## config.mk

```make
export PLATFORM = sky130hd
export DESIGN_NAME = fetch_ctrl
export DESIGN_NICKNAME = d
export VERILOG_FILES = /design/src/rtl/fetch_ctrl_pkg.sv /design/src/rtl/fetch_ctrl_sync_2ff.sv /design/src/rtl/fetch_ctrl.sv
export SDC_FILE = /design/constraint.sdc
export NUM_CORES = 1
export LEC_CHECK = 0
export ABC_CLOCK_PERIOD_IN_PS = 2600
export CAP_MARGIN = 20
export CORE_UTILIZATION = 30
export DETAILED_ROUTE_END_ITERATION = 12
export DONT_BUFFER_PORTS = 1
export GPL_ROUTABILITY_DRIVEN = 0
export SETUP_SLACK_MARGIN = 0.2
export SYNTH_ARGS = -nofsm -noshare
export SYNTH_HDL_FRONTEND = slang
export SYNTH_SLANG_ARGS = --single-unit
```

## constraint.sdc

```tcl
create_clock -name clk_i -period 2.6 [get_ports clk_i]
set_clock_uncertainty 0.05 [all_clocks]
set_input_delay 0.52 -clock clk_i [delete_from_list [all_inputs] [get_ports clk_i]]
set_output_delay 0.52 -clock clk_i [all_outputs]
set_load 0.05 [all_outputs]
```

## src/rtl/fetch_ctrl_pkg.sv

```systemverilog
// Shared encodings for the fetch sequencing controller.
package fetch_ctrl_pkg;

  // Fetch PC mux select codes
  localparam logic [1:0] PCSEL_RESET = 2'b00;
  localparam logic [1:0] PCSEL_IRQ   = 2'b01;
  localparam logic [1:0] PCSEL_SEQ   = 2'b10;
  localparam logic [1:0] PCSEL_REDIR = 2'b11;

  typedef enum logic [1:0] {
    ST_BOOT = 2'd0,
    ST_RUN  = 2'd1,
    ST_ISR  = 2'd2
  } state_e;

endpackage

```

## src/rtl/fetch_ctrl_sync_2ff.sv

```systemverilog
// Single-bit two-flop synchronizer with asynchronous active-high reset.
module sync_2ff (
  input  logic clk_i,
  input  logic rst_i,
  input  logic d_i,
  output logic q_o
);

  logic meta_q;
  logic sync_q;

  // Two-stage capture of the asynchronous input
  always_ff @(posedge clk_i or posedge rst_i) begin
    if (rst_i) begin
      meta_q <= 1'b0;
      sync_q <= 1'b0;
    end else begin
      meta_q <= d_i;
      sync_q <= meta_q;
    end
  end

  assign q_o = sync_q;

endmodule

```

## src/rtl/fetch_ctrl.sv

```systemverilog
// Fetch sequencing controller: arbitrates boot, interrupt entry, interrupt
// return and branch redirects, and parks redirects that arrive while fetch
// is frozen so they are applied on the first unfrozen cycle.
//
// state | meaning
// BOOT  | first cycle after reset, fetch from reset vector
// RUN   | normal fetch, interrupts may be taken
// ISR   | inside interrupt handler, irq masked, eret honoured
module fetch_ctrl
  import fetch_ctrl_pkg::*;
#(
  parameter int WIDTH = 32
) (
  input  logic             clk_i,
  input  logic             reset_i,
  input  logic             pipe_stall_i,
  input  logic             imem_ready_i,
  input  logic             branch_taken_i,
  input  logic [WIDTH-1:0] branch_target_i,
  input  logic [WIDTH-1:0] pc_plus_4_i,
  input  logic             irq_i,
  input  logic             eret_i,
  output logic [1:0]       pc_sel_o,
  output logic [WIDTH-1:0] redirect_pc_o,
  output logic             fetch_stall_o,
  output logic             flush_o,
  output logic             irq_ack_o,
  output logic [WIDTH-1:0] epc_o,
  output logic             in_isr_o
);

  state_e           state_q, state_d;
  logic             br_pend_q, br_pend_d;
  logic [WIDTH-1:0] br_tgt_q, br_tgt_d;
  logic             eret_pend_q, eret_pend_d;
  logic [WIDTH-1:0] epc_q, epc_d;

  logic irq_s;
  logic hold;
  logic active;
  logic take_hold;
  logic take_eret;
  logic take_irq;
  logic take_redir;

  sync_2ff u_irq_sync (
    .clk_i (clk_i),
    .rst_i (reset_i),
    .d_i   (irq_i),
    .q_o   (irq_s)
  );

  // Priority decode shared by next-state and output logic; BOOT overrides all.
  assign hold       = pipe_stall_i | ~imem_ready_i;
  assign active     = (state_q != ST_BOOT);
  assign take_hold  = active & hold;
  assign take_eret  = (state_q == ST_ISR) & ~hold & (eret_i | eret_pend_q);
  assign take_irq   = (state_q == ST_RUN) & ~hold & irq_s;
  assign take_redir = active & ~hold & ~take_eret & ~take_irq
                    & (branch_taken_i | br_pend_q);

  // State and pending-request registers
  always_ff @(posedge clk_i or posedge reset_i) begin
    if (reset_i) begin
      state_q     <= ST_BOOT;
      br_pend_q   <= 1'b0;
      br_tgt_q    <= '0;
      eret_pend_q <= 1'b0;
      epc_q       <= '0;
    end else begin
      state_q     <= state_d;
      br_pend_q   <= br_pend_d;
      br_tgt_q    <= br_tgt_d;
      eret_pend_q <= eret_pend_d;
      epc_q       <= epc_d;
    end
  end

  // Next state and pending-request updates
  always_comb begin
    state_d     = state_q;
    br_pend_d   = br_pend_q;
    br_tgt_d    = br_tgt_q;
    eret_pend_d = eret_pend_q;
    epc_d       = epc_q;
    if (!active) begin
      state_d = ST_RUN;
    end else if (take_hold) begin
      // Newest redirect wins over any older parked one
      if (branch_taken_i) begin
        br_pend_d = 1'b1;
        br_tgt_d  = branch_target_i;
      end
      if ((state_q == ST_ISR) && eret_i) begin
        eret_pend_d = 1'b1;
      end
    end else if (take_eret) begin
      // A branch arriving with the return belongs to the handler and is dropped
      eret_pend_d = 1'b0;
      br_pend_d   = 1'b0;
      state_d     = ST_RUN;
    end else if (take_irq) begin
      // Resume where control flow was about to go, including any redirect
      if (branch_taken_i) begin
        epc_d = branch_target_i;
      end else if (br_pend_q) begin
        epc_d = br_tgt_q;
      end else begin
        epc_d = pc_plus_4_i;
      end
      br_pend_d = 1'b0;
      state_d   = ST_ISR;
    end else if (take_redir) begin
      br_pend_d = 1'b0;
    end
  end

  // Fetch control outputs
  always_comb begin
    pc_sel_o      = PCSEL_SEQ;
    fetch_stall_o = 1'b0;
    flush_o       = 1'b0;
    irq_ack_o     = 1'b0;
    redirect_pc_o = br_tgt_q;
    if (!active) begin
      pc_sel_o = PCSEL_RESET;
    end else if (take_hold) begin
      fetch_stall_o = 1'b1;
    end else if (take_eret) begin
      pc_sel_o      = PCSEL_REDIR;
      redirect_pc_o = epc_q;
      flush_o       = 1'b1;
    end else if (take_irq) begin
      pc_sel_o  = PCSEL_IRQ;
      flush_o   = 1'b1;
      irq_ack_o = 1'b1;
    end else if (take_redir) begin
      pc_sel_o      = PCSEL_REDIR;
      redirect_pc_o = branch_taken_i ? branch_target_i : br_tgt_q;
      flush_o       = 1'b1;
    end
  end

  assign epc_o    = epc_q;
  assign in_isr_o = (state_q == ST_ISR);

endmodule

```

==> results of run 1 <==
[cell families after synthesis]
group                  after synthesis
buffers and inverters               38
AND/OR/NAND/NOR                    170
AO/OA/AOI/OAI                      106
flip-flops                          70
multiplexers                        64
[stage by stage]
stage / cell area, um2 / util / instances / setup WS, ns
global route: 5345 / 0.4236 / 682 / 0.05446
CTS: 5059 / 0.4009 / 676 / 0.1388
detailed placement: 4552 / 0.3607 / 649 / 0.1923
floorplan: 3925 / - / 448 / -0.07136
finish: 5345 / 0.4236 / 682 / 0.1440
global placement: 4552 / 0.3607 / 649 / 0.2013
[critical path: stages, from the launching register on]
cell and delay (ns):
dfrtp_1 0.37, and2b_2 0.26, o211ai_4 0.13, buf_12 0.19, buf_12 0.14, nor2_1 0.05
a31oi_1 0.18, buf_4 0.22
[final cells by class]
type | instances | share of cell area
Clock buffer | 11 | 0.04354
Sequential cell | 70 | 0.3282
Tap cell | 172 | 0.04026
Antenna cell | 1 | 0.0004682
Inverter | 2 | 0.001639
Timing Repair Buffer | 81 | 0.1662
Multi-Input combinational cell | 340 | 0.4103
Clock inverter | 5 | 0.009363
[layout by cell type (no fill, tap or decap), types with 2 or more instances in the layout]
cell type and n:
clkinv_2 5, nor2_2 12, dfrtp_2 2, a21oi_1 34
a31oi_4 9, o21a_1 2, buf_12 11, clkbuf_1 2
buf_6 8, mux2_2 23, buf_4 55, mux2i_1 32
dfrtp_1 68, mux2_1 9, o21ai_0 34, nor2_4 6
nor3_2 3, clkbuf_16 13, a31oi_1 24, nand2_1 96
o211ai_4 2, nor2_1 47
[flip-flops by register name, summed over array words and instances, names as in the netlist]
signal and cells:
eret_pend_q 1, br_tgt_q 32, epc_o 32, state_q 2, br_pend_q 1, u_irq_sync.meta_q 1
u_irq_sync.q_o 1
[routing by layer]
metal,wire (um),vias to the layer above,GRT usage
met5,0,-,0
met4,202,0,0.08376
met3,861,20,0.05805
met2,5898,107,0.2901
met1,5211,1634,0.2151
li1,-,1658,-
[worst paths after layout]
kind	start	cells past startpoint	slack [ns]	endpoint
min in group clk_i	irq_i	0	0.16	u_irq_sync.meta_q
max in group asynchronous	reset_i	2	1.67	epc_o[30]
worst max-delay path	state_q[0]	7	0.14	redirect_pc_o[1]
worst min-delay path	reset_i	1	0.08	br_tgt_q[22]
worst min register to register	u_irq_sync.meta_q	0	0.31	u_irq_sync.q_o
worst max register to register	state_q[1]	7	0.41	br_tgt_q[25]
[report_power, final]
group          total [uW]  internal [uW]  leakage, uW  switching [uW]
clock network        1200            736     0.000143             467
registers            2260           1450     0.000843             806
logic                2580            918      0.00148            1660
total                6040           3100      0.00246            2940
[what timing repair did]
item	in CTS	in global routing
gates cloned	3	4
gates resized for setup	17	36
pin swaps	2	4
endpoints found under the setup margin	32	34
buffers inserted	8	1
==> flow_metrics.py, run 1 <==
metrics = {
    "worst_setup_path": {
        "crit_path_max_fanout": 7,
        "endpoint_kind": "output pin",
        "critPathArrivalTime_ns": 1.89,
        "cp-start-kind": "flop",
        "worstPathRequired_ns": 2.03,
        "crit_type": "flop to output pin",
    },
    "timing": {
        "fmax_mhz": 407.2,
        "setup_tns_ns": 0,
        "min_period_ns": 2.456,
        "slew_headroom": 0.5537,
        "finalHoldViolCount": 0,
        "setup_viol": 0,
        "period_share": 0.9446,
        "grt_setup_unrepaired": "yes",
        "worstMarginPinSlew_ns": 0.6694,
        "hold-worst-slack_ns": 0.08204,
        "drv_slew": 0,
    },
    "global_routing": {
        "antenna_found_initial": 1,
        "grt_usage": 0.1789,
        "grt_start_max_net_pins": 70,
        "grt-ovfl-total": 0,
        "grt_pass1_vias": 3432,
        "grt_pass1_wl_um": 17960,
    },
    "finish": {
        "drive_gt1_frac": 0.3084,
        "fillers": 1248,
        "fin_nets": 575,
        "regArea_um2": 1754,
        "area_growth_pct": 37.45,
        "multi_input_area_um2": 2193,
    },
    "logic_synthesis": {
        "async_reset_ff_frac": 1.000,
        "synth-compound-area-share": 0.1535,
        "synth_xor_area_frac": 0,
        "synth_adder_area_share": 0,
        "yosysSeqAreaShare": 0.4505,
        "synth-simple-area-share": 0.1718,
        "synth_nets": 519,
        "muxShareOfSynthArea": 0.1750,
        "syn_area_per_cell_um2": 8.680,
        "synth_commonest_cells": "nand2_1 (96), dfrtp_1 (70), nor2_1 (64)",
        "synth_top_area_frac": 0.4505,
        "yosysTopAreaCell": "dfrtp_1",
        "ys.flop_type": "dfrtp_1",
        "synth_area_leaders": "dfrtp_1 (45%), nand2_1 (9.3%), mux2i_1 (8.2%)",
        "synth_top_family_by_area": "multiplexers",
        "ys_seq_elements": 70,
        "synth.most_common_cell": "nand2_1",
        "yosysWarnings": 0,
        "synth_area_um2": 3889,
        "synth.distinct_cells": 24,
        "synth_edf_count": 0,
        "syn-instance-count": 448,
    },
    "detailed_routing": {
        "drtIter0Drc": 162,
        "drc_errors": 0,
        "ant_nets": 0,
        "wl_um": 12170,
        "vias": 3419,
        "routedWlPerCell_um": 17.85,
        "drt-pass1-iter-count": 4,
        "drt-vias-per-instance": 5.013,
    },
    "power": {
        "max-vdd-ir-drop_mv": 0.4853,
        "power.density_nw_per_um2": 1130,
        "power.total_uw": 6040,
        "p_leak_uw": 0.002464,
    },
    "status": {
        "status": "complete, no violations",
    },
    "cts": {
        "cts_buffers": 9,
        "cts_hold_buf": 0,
        "clkTransAtPathRegs_ns": 0.06,
        "clockBufferDepth": 2,
        "numClockSinks": 70,
        "cts_tree": "yes",
        "worstSkewPairLatency_ns": 0.34,
        "root_buffer": "clkbuf_16",
        "htreeDepth": 3,
    },
    "die": {
        "ios": 141,
        "row_count": 41,
        "coreArea_um2": 12620,
        "fp.dieW_um": 115.9,
        "dieArea_um2": 13420,
        "die_y_um": 115.9,
        "start_util": 0.3081,
    },
    "hold_path": {
        "min_path_type": "primary input to asynchronous set/reset pin",
    },
    "place": {
        "io_buffers": 0,
        "hpwl_um": 7657,
    },
    "flow_run": {
        "drv_cap": 0,
    },
}
(Power assumes the default switching activity.)
==> run 2, diff against run 1 <==
CORE_MARGIN = 4   (was not set)
CORE_UTILIZATION = 40   (was 30)
==> flow_metrics.py, run 2 (synthesis gave the netlist of run 1 again) <==
metrics = {
    "status": {
        "status": "complete, no violations",
    },
    "detailed_routing": {
        "wl_um": 11930,
        "vias": 3442,
        "ant_nets": 0,
        "drt-vias-per-instance": 5.463,
        "drc_errors": 0,
        "drt-pass1-iter-count": 4,
        "routedWlPerCell_um": 18.94,
        "drtIter0Drc": 206,
    },
    "cts": {
        "clkTransAtPathRegs_ns": 0.07,
        "htreeDepth": 3,
        "cts_tree": "yes",
        "worstSkewPairLatency_ns": 0.34,
        "numClockSinks": 70,
        "root_buffer": "clkbuf_8",
        "clockBufferDepth": 2,
        "cts_buffers": 9,
    },
    "global_routing": {
        "grt_start_max_net_pins": 70,
        "grt_pass1_vias": 3392,
        "grt_usage": 0.1999,
        "grt_pass1_wl_um": 17840,
        "antenna_found_initial": 1,
        "grt-ovfl-total": 0,
    },
    "timing": {
        "setup_viol": 0,
        "fmax_mhz": 401.1,
        "setup_tns_ns": 0,
        "grt_setup_unrepaired": "yes",
        "slew_headroom": 0.4759,
        "drv_slew": 0,
        "worstMarginPinSlew_ns": 0.7853,
        "period_share": 0.9589,
        "finalHoldViolCount": 0,
        "min_period_ns": 2.493,
    },
    "finish": {
        "layout_common_cells": "nand2_1 (91), dfrtp_1 (68), nor2_1 (63), buf_4 (41), a21oi_1 (34)",
        "layout_commonest_cell": "nand2_1",
        "diodes": 0,
        "drive_gt1_frac": 0.2934,
        "area_growth_pct": 32.56,
        "fin_cells": 630,
        "fin_nets": 567,
        "fillers": 858,
        "final_util": 0.5501,
    },
    "die": {
        "dieArea_um2": 11360,
        "ios": 141,
        "row_count": 35,
        "start_util": 0.4150,
        "die_y_um": 106.6,
        "fp.dieW_um": 106.6,
        "coreArea_um2": 9371,
    },
    "power": {
        "max-vdd-ir-drop_mv": 0.4920,
        "p_leak_uw": 0.002386,
        "power.density_nw_per_um2": 1124,
    },
    "flow_run": {
        "drv_cap": 0,
    },
    "place": {
        "hpwl_um": 7410,
        "io_buffers": 0,
        "dp_cells": 601,
    },
    "worst_setup_path": {
        "worstPathRequired_ns": 2.03,
        "crit_type": "flop to output pin",
        "critPathArrivalTime_ns": 1.92,
        "endpoint_kind": "output pin",
        "cp-start-kind": "flop",
        "crit_path_max_fanout": 7,
    },
    "hold_path": {
        "min_path_type": "primary input to asynchronous set/reset pin",
    },
}
run 2: power breakdown:
part	total (uW)	switching [uW]	internal [uW]
Clock	1040	421	619
Sequential	2330	886	1450
Combinational	2420	1540	881
run 2: cell type report:
type | instances | area (um2) | share of cell area
Clock buffer | 13 | 168.9 | 0.03277
Tap cell | 129 | 161.4 | 0.03131
Clock inverter | 3 | 65.06 | 0.01262
Inverter | 2 | 8.758 | 0.001699
Sequential cell | 70 | 1754 | 0.3403
Timing Repair Buffer | 73 | 822.0 | 0.1595
Multi-Input combinational cell | 340 | 2175 | 0.4218
run 2: final timing paths:
| kind | start | endpoint | slack [ns] | depth (start not counted) |
|---|---|---|---|---|
| hold reg to reg | u_irq_sync.meta_q | u_irq_sync.q_o | 0.32 | 0 |
| setup reg to reg | state_q[1] | br_tgt_q[14] | 0.71 | 5 |
| setup / recovery | state_q[0] | redirect_pc_o[27] | 0.11 | 7 |
| min in group clk_i | irq_i | u_irq_sync.meta_q | 0.16 | 0 |
| max in group asynchronous | reset_i | epc_o[21] | 1.78 | 2 |
| hold / removal | reset_i | br_tgt_q[19] | 0.13 | 1 |
run 2: routing by layer:
layer  vias up  track usage  share of wire
met4         2      0.04840         0.0092
met3        10      0.08730           0.11
met5         -            0        0.00059
met1      1659       0.2417           0.41
li1       1628            -              -
met2       143       0.3287           0.47
run 2: repair_timing:
action                                  4_1_cts  5_1_grt
hold buffers                                  0        0
endpoints found under the setup margin       34       34
gates resized for setup                      10       39
gates cloned                                  1        3
pin swaps                                     2        8
setup buffers                                 6        3
run 2: metrics by stage:
step	hold WS (ns)	total power (uW)	setup slack, ns	area [um2]
2_1_floorplan	0.2812	3916	-0.07136	3925
4_1_cts	0.1319	5695	0.1073	4863
3_5_place_dp	0.2984	4603	0.2416	4511
3_3_place_gp	0.2849	4544	0.2725	4511
5_1_grt	0.1214	6072	0.02387	5155
6_report	0.1282	5792	0.1070	5155
run 2: worst max-delay path: stages (launching register included):
cell       delay, ns
dfrtp_1         0.43
nor2b_4         0.16
o211ai_4        0.21
buf_6           0.15
clkbuf_16       0.16
nand2_1         0.07
a31oi_2         0.22
buf_6           0.19
==> run 3, diff against run 2 <==
CORE_MARGIN = not set   (was 4)
==> flow_metrics.py, run 3 (synthesis gave the netlist of run 1 again) <==
metrics = {
    "die": {
        "dieArea_um2": 10120,
        "ios": 141,
        "fp.dieW_um": 100.6,
        "row_count": 35,
        "die_y_um": 100.6,
        "start_util": 0.4169,
        "coreArea_um2": 9328,
    },
    "cts": {
        "htreeDepth": 3,
        "cts_tree": "yes",
        "clkTransAtPathRegs_ns": 0.08,
        "worstSkewPairLatency_ns": 0.34,
        "cts_buffers": 9,
        "numClockSinks": 70,
        "root_buffer": "clkbuf_8",
        "clockBufferDepth": 2,
    },
    "detailed_routing": {
        "drtIter0Drc": 136,
        "drc_errors": 0,
        "routedWlPerCell_um": 18.25,
        "vias": 3480,
        "drt-vias-per-instance": 5.404,
        "wl_um": 11760,
        "drt-pass1-iter-count": 4,
        "ant_nets": 0,
    },
    "power": {
        "p_leak_uw": 0.002438,
        "power.density_nw_per_um2": 1073,
        "max-vdd-ir-drop_mv": 0.4657,
    },
    "worst_setup_path": {
        "regToRegSetupSlack_ns": 0.60,
        "cp-startpoint": "state_q[0]",
        "cp-start-kind": "flop",
        "crit_path_max_fanout": 9,
        "crit_type": "flop to output pin",
        "endpoint_kind": "output pin",
        "timing.rr.start": "state_q[1]",
        "critPathArrivalTime_ns": 1.93,
        "worstPathRequired_ns": 2.03,
    },
    "finish": {
        "final_area_um2": 5326,
        "area_growth_pct": 36.97,
        "layout_commonest_cell": "nand2_1",
        "fin_nets": 582,
        "diodes": 0,
        "fillers": 827,
        "final_util": 0.5710,
        "drive_gt1_frac": 0.3340,
        "layout_common_cells": "nand2_1 (93), dfrtp_1 (68), buf_4 (60), nor2_1 (41), a21oi_1 (34)",
    },
    "timing": {
        "period_share": 0.9629,
        "drv_slew": 0,
        "worstMarginPinSlew_ns": 0.6220,
        "fmax_mhz": 399.4,
        "hold-worst-slack_ns": 0.06630,
        "slew_headroom": 0.5853,
        "finalHoldViolCount": 0,
        "min_period_ns": 2.503,
        "grt_setup_unrepaired": "yes",
        "setup_viol": 0,
    },
    "global_routing": {
        "grt_pass1_wl_um": 18020,
        "grt_usage": 0.2323,
        "grt_pass1_vias": 3436,
        "grt_start_max_net_pins": 71,
        "grt-ovfl-total": 0,
        "antenna_found_initial": 0,
    },
    "status": {
        "status": "complete, no violations",
    },
    "hold_path": {
        "min_path_type": "primary input to asynchronous set/reset pin",
    },
    "place": {
        "hpwl_um": 6918,
        "io_buffers": 0,
        "place_area_um2": 4517,
    },
    "flow_run": {
        "drv_cap": 0,
    },
}
## run 3: worst paths after layout
kind,endpoint,cells past startpoint
max in group asynchronous,br_pend_q,2
worst max-delay path,redirect_pc_o[13],7
worst min-delay path,epc_o[22],1
min in group clk_i,u_irq_sync.meta_q,0
worst max register to register,br_tgt_q[17],6
worst min register to register,u_irq_sync.q_o,0
## run 3: per-stage QoR
step                      power, uW  instances  setup WS (ns)  setup TNS (ns)
after floorplan                3916        448       -0.07136          -1.874
after global placement         4608        607         0.1058               0
after detailed placement       4659        607        0.06731               0
after CTS                      5541        638         0.1754               0
after global routing           6001        644        0.02778               0
final                          5714        644        0.09653               0
## run 3: cell type report
cell class	instances	area, um2	share of cell area
inverters	2	7.507	0.001409
clock buffers	10	127.6	0.02396
well taps	129	161.4	0.03030
repair buffers	87	964.7	0.1811
clock inverters	5	27.53	0.005168
flip-flops and latches	70	1754	0.3293
multi-input cells	341	2283	0.4287
## run 3: power breakdown
part / internal [uW] / total [uW] / switching [uW]
clock network: 335 / 748 / 413
registers: 1450 / 2120 / 672
logic: 985 / 2840 / 1860
## run 3: layer usage
metal  wire, um  global-route usage  up-vias  part of all wire
met4         78             0.06355        0            0.0066
met3       1059             0.06311        7             0.090
met5          0                   0        -                 0
met2       5581              0.3762      125              0.47
met1       5036              0.3065     1679              0.43
li1           -                   -     1669                 -
## run 3: critical path, stage by stage (launching register included)
cell	delay, ns
dfrtp_1	0.41
nor2b_4	0.16
buf_6	0.12
o211ai_4	0.21
buf_12	0.17
nand2_1	0.07
a31oi_1	0.22
buf_4	0.25
## run 3: what timing repair did
| action | CTS | global route |
|---|---|---|
| pin swaps | 2 | 3 |
| hold endpoints to repair | 0 | 0 |
| gates resized for setup | 14 | 61 |
| setup buffers | 13 | 2 |
| hold buffers | 0 | 0 |
| cloned | 3 | 4 |
| endpoints found under the setup margin | 34 | 34 |
